<file path="src/rtl/paged_mmu.sv">
// Paged MMU: 68k function-code aware translation with a small fully associative TLB (optional PAGED_MMU_PAGE_FAULT_EN).
// Latency: supervisor/hit -> resp_valid one cycle after accept; miss -> waits on tbl_ack, then one cycle.
// Backpressure: requester holds req_valid until resp_valid; table fetch stalls while tbl_ack is low.
module paged_mmu #(
    parameter int TASK_W    = 4,
    parameter int VPN_W     = 12,
    parameter int PPN_W     = 16,
    parameter int TLB_DEPTH = 4
) (
    input  logic                    clk,
    input  logic                    rst,
    input  logic                    req_valid,
    input  logic [VPN_W-1:0]        vpn,
    input  logic [2:0]              fc,
    input  logic [TASK_W-1:0]       user_map,
    input  logic [7:0]              supervisor_map_1,
    input  logic [7:0]              supervisor_map_2,
    input  logic                    flush,
    output logic                    tbl_rd,
    output logic [TASK_W+VPN_W-1:0] tbl_addr,
    input  logic                    tbl_ack,
    input  logic [PPN_W-1:0]        tbl_data,
    output logic                    resp_valid,
    output logic [PPN_W-1:0]        ppn,
    output logic                    fault
);
    localparam int TAG_W = TASK_W + VPN_W;
    localparam int PTR_W = $clog2(TLB_DEPTH);

    typedef enum logic [1:0] {IDLE, FETCH, RESP} state_t;

    state_t                state, state_nxt;
    logic [TAG_W-1:0]      tlb_tag [TLB_DEPTH];
    logic [PPN_W-1:0]      tlb_ppn [TLB_DEPTH];
    logic [TLB_DEPTH-1:0]  tlb_vld;
    logic [PTR_W-1:0]      victim;

    logic                  is_sup;
    logic                  hit;
    logic [PPN_W-1:0]      hit_ppn;
    logic [PPN_W-1:0]      sup_ppn;
    logic                  sup_fault;
    logic                  fill_go;
    logic                  fill_fault;
    logic                  unused_fc;

    assign is_sup    = fc[2];
    assign unused_fc = ^fc[1:0];
    assign tbl_addr  = {user_map, vpn};
    assign fill_go   = (state == FETCH) && tbl_ack;

`ifdef PAGED_MMU_PAGE_FAULT_EN
    assign fill_fault = (tbl_data == '0);
`else
    assign fill_fault = 1'b0;
`endif

    // Fixed supervisor windows: two 1K direct regions, two 256-page relocatable windows.
    always_comb begin
        sup_ppn   = '0;
        sup_fault = 1'b0;
        case (vpn[11:8])
            4'h0, 4'h1, 4'h2, 4'h3: sup_ppn = PPN_W'({6'b100000, vpn[9:0]});
            4'h4, 4'h5, 4'h6, 4'h7: sup_ppn = PPN_W'({6'b010000, vpn[9:0]});
            4'h8:                   sup_ppn = PPN_W'({supervisor_map_1, vpn[7:0]});
            4'h9:                   sup_ppn = PPN_W'({supervisor_map_2, vpn[7:0]});
            default:                sup_fault = 1'b1;
        endcase
    end

    always_comb begin
        hit     = 1'b0;
        hit_ppn = '0;
        for (int i = 0; i < TLB_DEPTH; i++) begin
            if (tlb_vld[i] && (tlb_tag[i] == tbl_addr)) begin
                hit     = 1'b1;
                hit_ppn = tlb_ppn[i];
            end
        end
    end

    always_comb begin
        state_nxt  = state;
        tbl_rd     = 1'b0;
        resp_valid = 1'b0;
        case (state)
            IDLE: begin
                if (req_valid) state_nxt = (is_sup || hit) ? RESP : FETCH;
            end
            FETCH: begin
                tbl_rd = 1'b1;
                if (tbl_ack) state_nxt = RESP;
            end
            RESP: begin
                resp_valid = 1'b1;
                state_nxt  = IDLE;
            end
            default: state_nxt = IDLE;
        endcase
    end

    always_ff @(posedge clk) begin
        if (rst) begin
            state   <= IDLE;
            tlb_vld <= '0;
            victim  <= '0;
            ppn     <= '0;
            fault   <= 1'b0;
        end else begin
            state <= state_nxt;
            if (state == IDLE && req_valid) begin
                if (is_sup) begin
                    ppn   <= sup_ppn;
                    fault <= sup_fault;
                end else if (hit) begin
                    ppn   <= hit_ppn;
                    fault <= 1'b0;
                end
            end
            if (fill_go) begin
                ppn   <= fill_fault ? '0 : tbl_data;
                fault <= fill_fault;
                if (!fill_fault) begin
                    tlb_vld[victim] <= 1'b1;
                    victim          <= victim + 1'b1;
                end
            end
            // Flush is last so it overrides a coincident fill's valid bit.
            if (flush) tlb_vld <= '0;
        end
    end

    always_ff @(posedge clk) begin
        if (!rst && fill_go && !fill_fault) begin
            tlb_tag[victim] <= tbl_addr;
            tlb_ppn[victim] <= tbl_data;
        end
    end

endmodule

</file>
<file path="config.mk">
export PLATFORM = sky130hd
export DESIGN_NAME = paged_mmu
export DESIGN_NICKNAME = d
export VERILOG_FILES = /design/src/rtl/paged_mmu.sv
export SDC_FILE = /design/constraint.sdc
export NUM_CORES = 1
export LEC_CHECK = 0
export ABC_AREA = 0
export BUFFER_PORTS_ARGS = -buffer_cell sky130_fd_sc_hd__buf_2
export CELL_PAD_IN_SITES_DETAIL_PLACEMENT = 0
export CELL_PAD_IN_SITES_GLOBAL_PLACEMENT = 1
export CORE_ASPECT_RATIO = 1.1
export CORE_MARGIN = 10
export CORE_UTILIZATION = 35
export CTS_BUF_LIST = sky130_fd_sc_hd__clkbuf_4
export CTS_CLUSTER_DIAMETER = 40
export DETAILED_ROUTE_END_ITERATION = 10
export GPL_ROUTABILITY_DRIVEN = 0
export HOLD_SLACK_MARGIN = 0.08
export PLACE_DENSITY = 0.67
export SYNTH_ARGS = -nofsm -noshare
export SYNTH_HDL_FRONTEND = slang
export SYNTH_SLANG_ARGS = --single-unit
</file>
<file path="constraint.sdc">
create_clock -name clk -period 5.8 [get_ports clk]
set_input_delay 1.16 -clock clk [delete_from_list [all_inputs] [get_ports clk]]
set_output_delay 1.16 -clock clk [all_outputs]
set_load 0.02 [all_outputs]
</file>
# After elaboration in Yosys (flattened, before gate mapping)
# Memories as Yosys holds them, arrays and structs flattened.
# Index checks and enable logic that the tools add are counted.
[word_totals]
memories = 2
reg_bits = 25
wordCells = 77
output_inout_bits = 35
ramBits = 128
in_bits = 56
[mem_list]
columns = ["name", "depth", "width", "read_ports", "rd_ports_with_merged_regs", "wr", "line", "text"]
rows = [
  ["tlb_ppn", 4, 16, 4, 0, 1, "34", "logic [PPN_W-1:0] tlb_ppn [TLB_DEPTH];"],
  ["tlb_tag", 4, 16, 4, 0, 1, "33", "logic [TAG_W-1:0] tlb_tag [TLB_DEPTH];"],
]
[op_classes]
bitwise_logic = 1
addsub = 1
mux = 26
n_reduce_logical = 23
eq_ne = 17
n_lt_le_gt_ge = 2
[op_table]
columns = ["operator", "n"]
rows = [
  ["$mux W16", 8],
  ["$eq A16 B16 Y1", 4],
  ["$pmux W16 S4", 1],
  ["$eq A4 B3 Y1 const B", 4],
  ["$mux W1", 12],
  ["$reduce_or A10 Y1", 1],
  ["$eq A4 B2 Y1 const B", 2],
  ["$eq A4 B4 Y1 const B", 2],
  ["$logic_and A1 B1 Y1", 8],
  ["$reduce_or A4 Y1", 2],
  ["$mux W2", 3],
  ["$reduce_and A2 Y1", 3],
  ["$eq A4 B1 Y1 const B", 1],
  ["$logic_not A4 Y1", 1],
  ["$ne A2 B2 Y1 const B", 2],
  ["$or A4 B4 Y4", 1],
  ["$pmux W2 S2", 1],
  ["$reduce_bool A2 Y1", 2],
  ["$reduce_or A2 Y1", 2],
  ["$lt A2 B3 Y1 const B", 1],
  ["$reduce_bool A3 Y1", 1],
  ["$add A2 B1 Y2 const B", 1],
  ["$demux W1 S2", 1],
  ["$eq A2 B1 Y1 const B", 1],
  ["5 further kinds", 5],
]

# Depth between registers and ports, before layout
# Gate-level depths: netlist of run 1.
# An unclocked memory read counts as a cell.
[depth]
word_depth = 11
ltp_mapped = 11
depth_no_buf = 8

# Least setup slack after synthesis of run 1
# Ideal clock, no wire load.
[synth_timing]
path_type = "input -> register"
startpoint = "input port tbl_ack"
endpoint = "memory tlb_ppn[3][0], enable pin"
required_time_ns = 5.332
t_arrival_ns = 4.069
cell_stages = 4
path_buffers = 2
setup_slack_ns = 1.263
setup_ns = 0.468
path_cell_list = "nand2_1 > clkbuf_1 > buf_1 > nor3b_1"
[synth_via]
elab_chain_cells = 4
[synth_rtl]
columns = ["element", "line", "text"]
rows = [
  ["start: declaration", "21", "input logic tbl_ack,"],
  ["$logic_and A1 B1 Y1", "50", "assign fill_go = (state == FETCH) && tbl_ack;"],
  ["$logic_and A1 B1 Y1", "134", "if (!rst && fill_go && !fill_fault) begin"],
  ["$mux W1", "134", ""],
  ["$mux W1 (implied by the code)", "136", "tlb_ppn[victim] <= tbl_data;"],
  ["end: declaration", "34", ""],
]
# No other way between the ends.

# Worst setup path in the final report of run 1
[layout_timing]
startpoint = "input port vpn[2]"
endpoint = "register ppn[13]"
[layout_via]
elab_chain_cells = 10
word_cells_on_any_way = 22
cone_classes = "eq/ne (4); mux (12); reduce/logical (6)"
[layout_rtl]
columns = ["element", "line", "text"]
rows = [
  ["start: declaration", "13", "input logic [VPN_W-1:0] vpn,"],
  ["$eq A16 B16 Y1", "75", "if (tlb_vld[i] && (tlb_tag[i] == tbl_addr)) begin"],
  ["$logic_and A1 B1 Y1", "75", ""],
  ["$mux W16 (4 in series)", "75", ""],
  ["$mux W16", "115", "end else if (hit) begin"],
  ["$mux W16", "112", "if (is_sup) begin"],
  ["$mux W16", "111", "if (state == IDLE && req_valid) begin"],
  ["$mux W16", "120", "if (fill_go) begin"],
  ["end signal: assignment", "113", "ppn <= sup_ppn;"],
  ["end signal: assignment", "116", "ppn <= hit_ppn;"],
  ["end signal: assignment", "121", "ppn <= fill_fault ? '0 : tbl_data;"],
  ["end: declaration", "24", "output logic [PPN_W-1:0] ppn,"],
]
# Several ways; a longest one is shown, not always the timed one. The select of a mux whose other input is x is not followed.
# A chain may end at the register's enable or synchronous reset.

==> summary.txt, run 1 <==
Run status
  • Status: completed

Synthesis
  • Post-synth EDFFs: 128
  • Synth Net Count: 624
  • Flops & latches, synth: 153
  • Synth Area in Adders: 0.00713
  • Synth cell types: 57
  • Area share of and/or/nand/nor cells after synthesis: 0.141
  • YS warnings: 0
  • Post-synthesis cell count: 564
  • Xor/xnor share of the synthesized area: 0.0811
  • Synth Flop Type: edfxtp_1
  • Sequential area share after synthesis: 0.619
  • Main combinational cell family by area after synthesis: simple AND/OR/NAND/NOR gates
  • Asr flop ratio synth: 0
  • Compound-Gate Fraction of Synth Area: 0.0857
  • Synth Cell Area: 7020 um2
  • Syn_area_per_cell: 12.4 um2
  • Post-synthesis mux area share: 0.0208

Clock network
  • Htree depth: 4
  • Reg clk slew, reported paths: 0.12 ns
  • Clk_lat worst skew: 0.56 ns
  • CTS resizes: 0
  • CTS tree: done
  • Hold_buf cts: 0
  • CTS root buf: clkbuf_4
  • # Post-CTS Setup Buffers: 0
  • Sink Count: 153
  • Clock Tree Buf Depth: 2
  • Cts bufs inserted: 17

Global route
  • Pin count of the biggest net entering global routing: 32
  • First-pass GRT wire length: 28.9 mm
  • Total GRT Usage: 0.144
  • Vias in the first global route: 5000
  • Initial antenna violation count: 1
  • GRT Residual Overflow: 0

Placed design
  • Pre-CTS setup slack: 1.53 ns
  • IO buf count: 88
  • Area after DPL: 7580 um2
  • Post-DP HPWL: 12.8 mm

Final layout
  • Final Cell Area: 7890 um2
  • Most common cell after layout, fill and taps aside: edfxtp_1
  • Nets: 687
  • Area growth syn-to-layout: 12.4%
  • Most frequent cells in the layout: 128 x edfxtp_1, 88 x buf_2, 47 x xnor2_1
  • Layout cells sized above 1: 0.228
  • Fin util: 0.399

Floorplanning
  • Initial Util: 0.355
  • Chip height: 169 um
  • Num rows: 54
  • Die Area: 26100 um2
  • Die span in x: 155 um
  • Core Area: 19800 um2
  • # IOs: 91

STA
  • Fmax: 270 MHz
  • Fin worst setup slack: 2.10 ns
  • Min Tclk post-route: 3.70 ns
  • Worst-Margin Slew: 0.988 ns
  • Unrepaired setup endpoints after global routing: false
  • Hold Violations, Final: 0
  • Worst hold slack: 0.464 ns
  • Final setup viols: 0
  • Clock Skews: 0.0222 ns
  • Final Max Tran Viols: 0
  • Worst relative slew slack: 0.339
  • Setup TNS: 0 ns
  • Crit share post-route: 0.638

Worst setup path
  • CP Launch Point: vpn[2]
  • Reg2Reg Launch Point: tlb_tag[2][4]
  • Crit path launch type: primary input
  • Max Fanout on Critical Path: 10
  • Crit path DAT: 4.18 ns
  • Reg2Reg Depth: 8
  • Critical Path End Type: register
  • Worst Path Class, Setup: in -> reg
  • Critical path required time: 6.29 ns

Detailed routing
  • WL per Instance: 20.9 um
  • WL final: 18.7 mm
  • Post-DRT Antenna Nets: 0
  • DRC Markers: 0
  • Vias: 4647
  • Avg Vias per Cell: 5.20
  • TritonRoute pass-1 iters: 4
  • DR iter-0 viols: 244

Pwr
  • P per Cell Area: 264 nW/um2
  • Leak Pwr: 2.79 nW
  • IR Drop Worst-Case VDD: 121 uV

Run
  • Maxcap violations: 0

Worst hold path
  • Hold crit path type: reg -> reg
  • Hold depth: 2
  • Hold Startpoint: ppn[13]
-- Yosys cell counts (5+ instances only) --
master    instances  share of area
o211ai_1          5         0.0053
dfxtp_1          25          0.071
and3_1           12          0.011
buf_2             5         0.0036
edfxtp_1        128           0.55
xor2_1           18          0.022
xnor2_1          47          0.059
mux2_2            5         0.0080
a21oi_1          20          0.014
nand2_1          33          0.018
nor3_1           15          0.011
nand4_1          22          0.020
a21o_1            5         0.0053
nand3_1          22          0.016
o31ai_1           5         0.0053
inv_1            11         0.0059
o21ai_0          14          0.010
a31oi_1           7         0.0062
nor4_1            7         0.0062
nor3b_1           5         0.0053
mux2i_1           9          0.013
buf_4            17          0.018
nand3b_1          9         0.0096
nor2b_1           6         0.0053
nor2_1           30          0.016
clkbuf_1         23          0.012
a211o_1           6         0.0075
-- stage by stage --
step           std cells  total power [mW]
4_1_cts              892              2.11
6_report             894              2.08
3_5_place_dp         860              1.42
5_1_grt              894              2.17
3_3_place_gp         860              1.41
2_1_floorplan        564              1.35
-- critical path, stage by stage --
cell and delay (ns):
buf_2 0.19, xor2_1 0.20, or3_1 0.42, nor3_2 0.54, nand2_1 0.29, nor2b_1 0.76, a21oi_1 0.18, a211o_1 0.29
a21oi_1 0.14
-- routing by layer --
metal  vias up  part of all wire  GRT usage
met3        28             0.058     0.0335
li1       2206                 -          -
met5         -                 0          0
met4         0             0.018     0.0489
met2       131              0.50      0.245
met1      2282              0.43      0.174
-- power breakdown --
| part | internal [mW] | switching, mW | leakage (nW) | total [mW] |
|---|---|---|---|---|
| registers | 1.20 | 0.00548 | 1.35 | 1.20 |
| logic | 0.0647 | 0.120 | 1.28 | 0.185 |
| clock network | 0.319 | 0.377 | 0.160 | 0.696 |
| total | 1.58 | 0.503 | 2.79 | 2.08 |
-- state kept, by name, summed over array words and instances, names as in the netlist --
name     flops
victim       2
ppn         16
tlb_vld      4
tlb_ppn     64
state        2
tlb_tag     64
fault        1
-- worst paths after layout --
check	to	slack, ns
max	ppn[13]	2.10
min	ppn[13]	0.46
max reg2reg	ppn[13]	2.51
min reg2reg	ppn[13]	0.46
-- area by class of cell --
class	count	area (um2)
clock buffer	21	158
timing repair buffer	95	493
sequential	153	4340
inverter	11	41.3
tap	252	315
fill	1939	11900
multi-input combinational	349	2390
clock inverter	11	149
antenna	2	5.00
-- cells by family (layout without fill, tap and decap cells) --
kind of cell / Yosys count / in the layout
XOR/XNOR: 65 / 65
adder cells (fa/ha/maj): 4 / 4
AO/OA/AOI/OAI: 83 / 83
other: 0 / 2
AND/OR/NAND/NOR: 183 / 183
buffers and inverters: 62 / 138
flip-flops: 153 / 153
multiplexers: 14 / 14
No activity file was read; power rests on OpenSTA's default activity.
==> inputs of run 2 (changes only) <==
Settings changed: PLACE_DENSITY 0.67 to 0.7.
Clock period 5.8 ns to 3.1 ns, I/O delays scaled along.
==> run 2 against run 1 <==
  * Flip-flop and latch count is the same
  * Utilization grew 1.0 points
  * Final cell count grew 3.6%
  * Critical path depth shrank 1
  * Global-route usage grew 0.27 points
  * Total power grew 83%
  * Worst setup slack lost 1.7 ns
  * Non-clock buffer count grew 33
  * Die area is the same
  * Combinational power grew 100%
  * Largest cell class unchanged
  * Critical path type is now reg -> reg
  * Clock power grew 71%
==> summary.txt, run 2 (synthesized netlist as in run 1, its figures left out) <==
Final layout
  • Final Cell Area: 8100 um2
  • Non-filler cells in the finished layout: 926
  • Largest registers: tlb_ppn (64), tlb_tag (64), ppn (16)
  • Nets: 720
  • Layout cells sized above 1: 0.262
  • Fin util: 0.409
  • Area growth syn-to-layout: 15.3%
  • Most frequent cells in the layout: 128 x edfxtp_1, 88 x buf_2, 47 x xnor2_1
  • Most common cell after layout, fill and taps aside: edfxtp_1

Floorplanning
  • Chip height: 169 um
  • Core Area: 19800 um2
  • # IOs: 91
  • Die span in x: 155 um
  • Num rows: 54
  • Initial Util: 0.355
  • Die Area: 26100 um2

Worst setup path
  • Critical path required time: 3.59 ns
  • Most used cell, CP: a21oi_1
  • CP max-delay cell: nor2b_1
  • Crit path max-delay family: simple AND/OR/NAND/NOR gates
  • Max Fanout on Critical Path: 8
  • Critical Path End Type: register
  • Crit path DAT: 3.21 ns
  • Crit path launch type: register
  • WP buf/inv: 0
  • Worst Path Class, Setup: reg -> reg
  • Cell Chain, Critical Path: xor2_1 > or3_1 > nor3_2 > nand2_1 > nor2b_1 > a21oi_1 > a211o_1 > a21oi_1
  • Slowest stage delay, CP: 0.70 ns

Placed design
  • Area after DPL: 7830 um2
  • IO buf count: 88
  • Dpl cells: 893
  • Post-DP HPWL: 13.7 mm

Worst hold path
  • Hold crit path type: in -> reg

Pwr
  • Internal: 2.90 mW
  • Reg power frac: 0.590
  • Leak Pwr: 2.95 nW
  • P per Cell Area: 471 nW/um2
  • Combinational power share: 0.097
  • Clock power frac: 0.313
  • Switching power share of the total: 0.241
  • IR Drop Worst-Case VDD: 182 uV
  • Net Switching: 0.920 mW
  • Tot Pwr: 3.82 mW

Clock network
  • CTS tree: done
  • Clock Tree Buf Depth: 2
  • Hold_buf cts: 0
  • Htree depth: 4
  • Reg clk slew, reported paths: 0.12 ns
  • # Post-CTS Setup Buffers: 0
  • Sink Count: 153
  • CTS root buf: clkbuf_4
  • CTS resizes: 0
  • Clk_lat worst skew: 0.56 ns
  • Cts bufs inserted: 17

Global route
  • Met2 usage: 0.248
  • First-pass GRT wire length: 29.6 mm
  • Initial antenna violation count: 1
  • Vias in the first global route: 5065
  • GR Layer Usage met3: 0.0324
  • Total GRT Usage: 0.146
  • GRT Max-Usage Layer: met2
  • Pin count of the biggest net entering global routing: 33
  • GRT Residual Overflow: 0
  • Met1 Resource Use GR: 0.182

Detailed routing
  • Post-DRT Antenna Nets: 0
  • DRC Markers: 0
  • Avg Vias per Cell: 5.25
  • WL per Instance: 20.9 um
  • WL final: 19.4 mm
  • TritonRoute pass-1 iters: 7
  • DR iter-0 viols: 311
  • Vias: 4861

Run
  • Maxcap violations: 0

Run status
  • Status: completed

STA
  • Crit share post-route: 0.877
  • Min Tclk post-route: 2.72 ns
  • Fmax: 368 MHz
  • Clock Skews: 0.0252 ns
  • Unrepaired setup endpoints after global routing: false
  • Final Max Tran Viols: 0
  • Worst-Margin Slew: 0.894 ns
  • Final setup viols: 0
  • Hold Violations, Final: 0
  • Worst relative slew slack: 0.403
-- run 2: through the flow --
step                      TNS (ns)  setup slack [ns]  hold WS [ns]
after global routing             0             0.173         0.232
after detailed placement    -0.193           -0.0926         0.457
after floorplan            -103.92             -1.08         0.435
final                            0             0.381         0.276
after global placement     -0.0736           -0.0396         0.446
after CTS                        0             0.342         0.236
-- run 2: routing by layer --
layer	vias up	wire length, um
li1	2271	-
met1	2441	8490
met2	132	9720
met3	17	928
met4	0	250
met5	-	0
-- run 2: area by class of cell --
type	instances	area, um2
Inverter	11	41.3
Clock buffer	22	165
Antenna cell	1	2.50
Sequential cell	153	4340
Clock inverter	10	104
Tap cell	252	315
Fill cell	1948	11700
Multi-Input combinational cell	349	2390
Timing Repair Buffer	128	741
-- run 2: final timing paths --
check	from	to	slack [ns]	cells after the start
worst max-delay path	tlb_tag[1][14]	ppn[13]	0.38	8
worst min-delay path	flush	tlb_vld[1]	0.28	2
worst min register to register	ppn[11]	ppn[11]	0.47	2
worst max register to register	tlb_tag[1][14]	ppn[13]	0.38	8
-- run 2: power by group through the flow --
stage | sequential, mW | clock (mW) | combinational, mW
3_3_place_gp | 2.30 | 0 | 0.367
6_report | 2.25 | 1.19 | 0.370
3_5_place_dp | 2.30 | 0 | 0.373
5_1_grt | 2.25 | 1.32 | 0.406
4_1_cts | 2.25 | 1.22 | 0.374
2_1_floorplan | 2.31 | 0 | 0.209
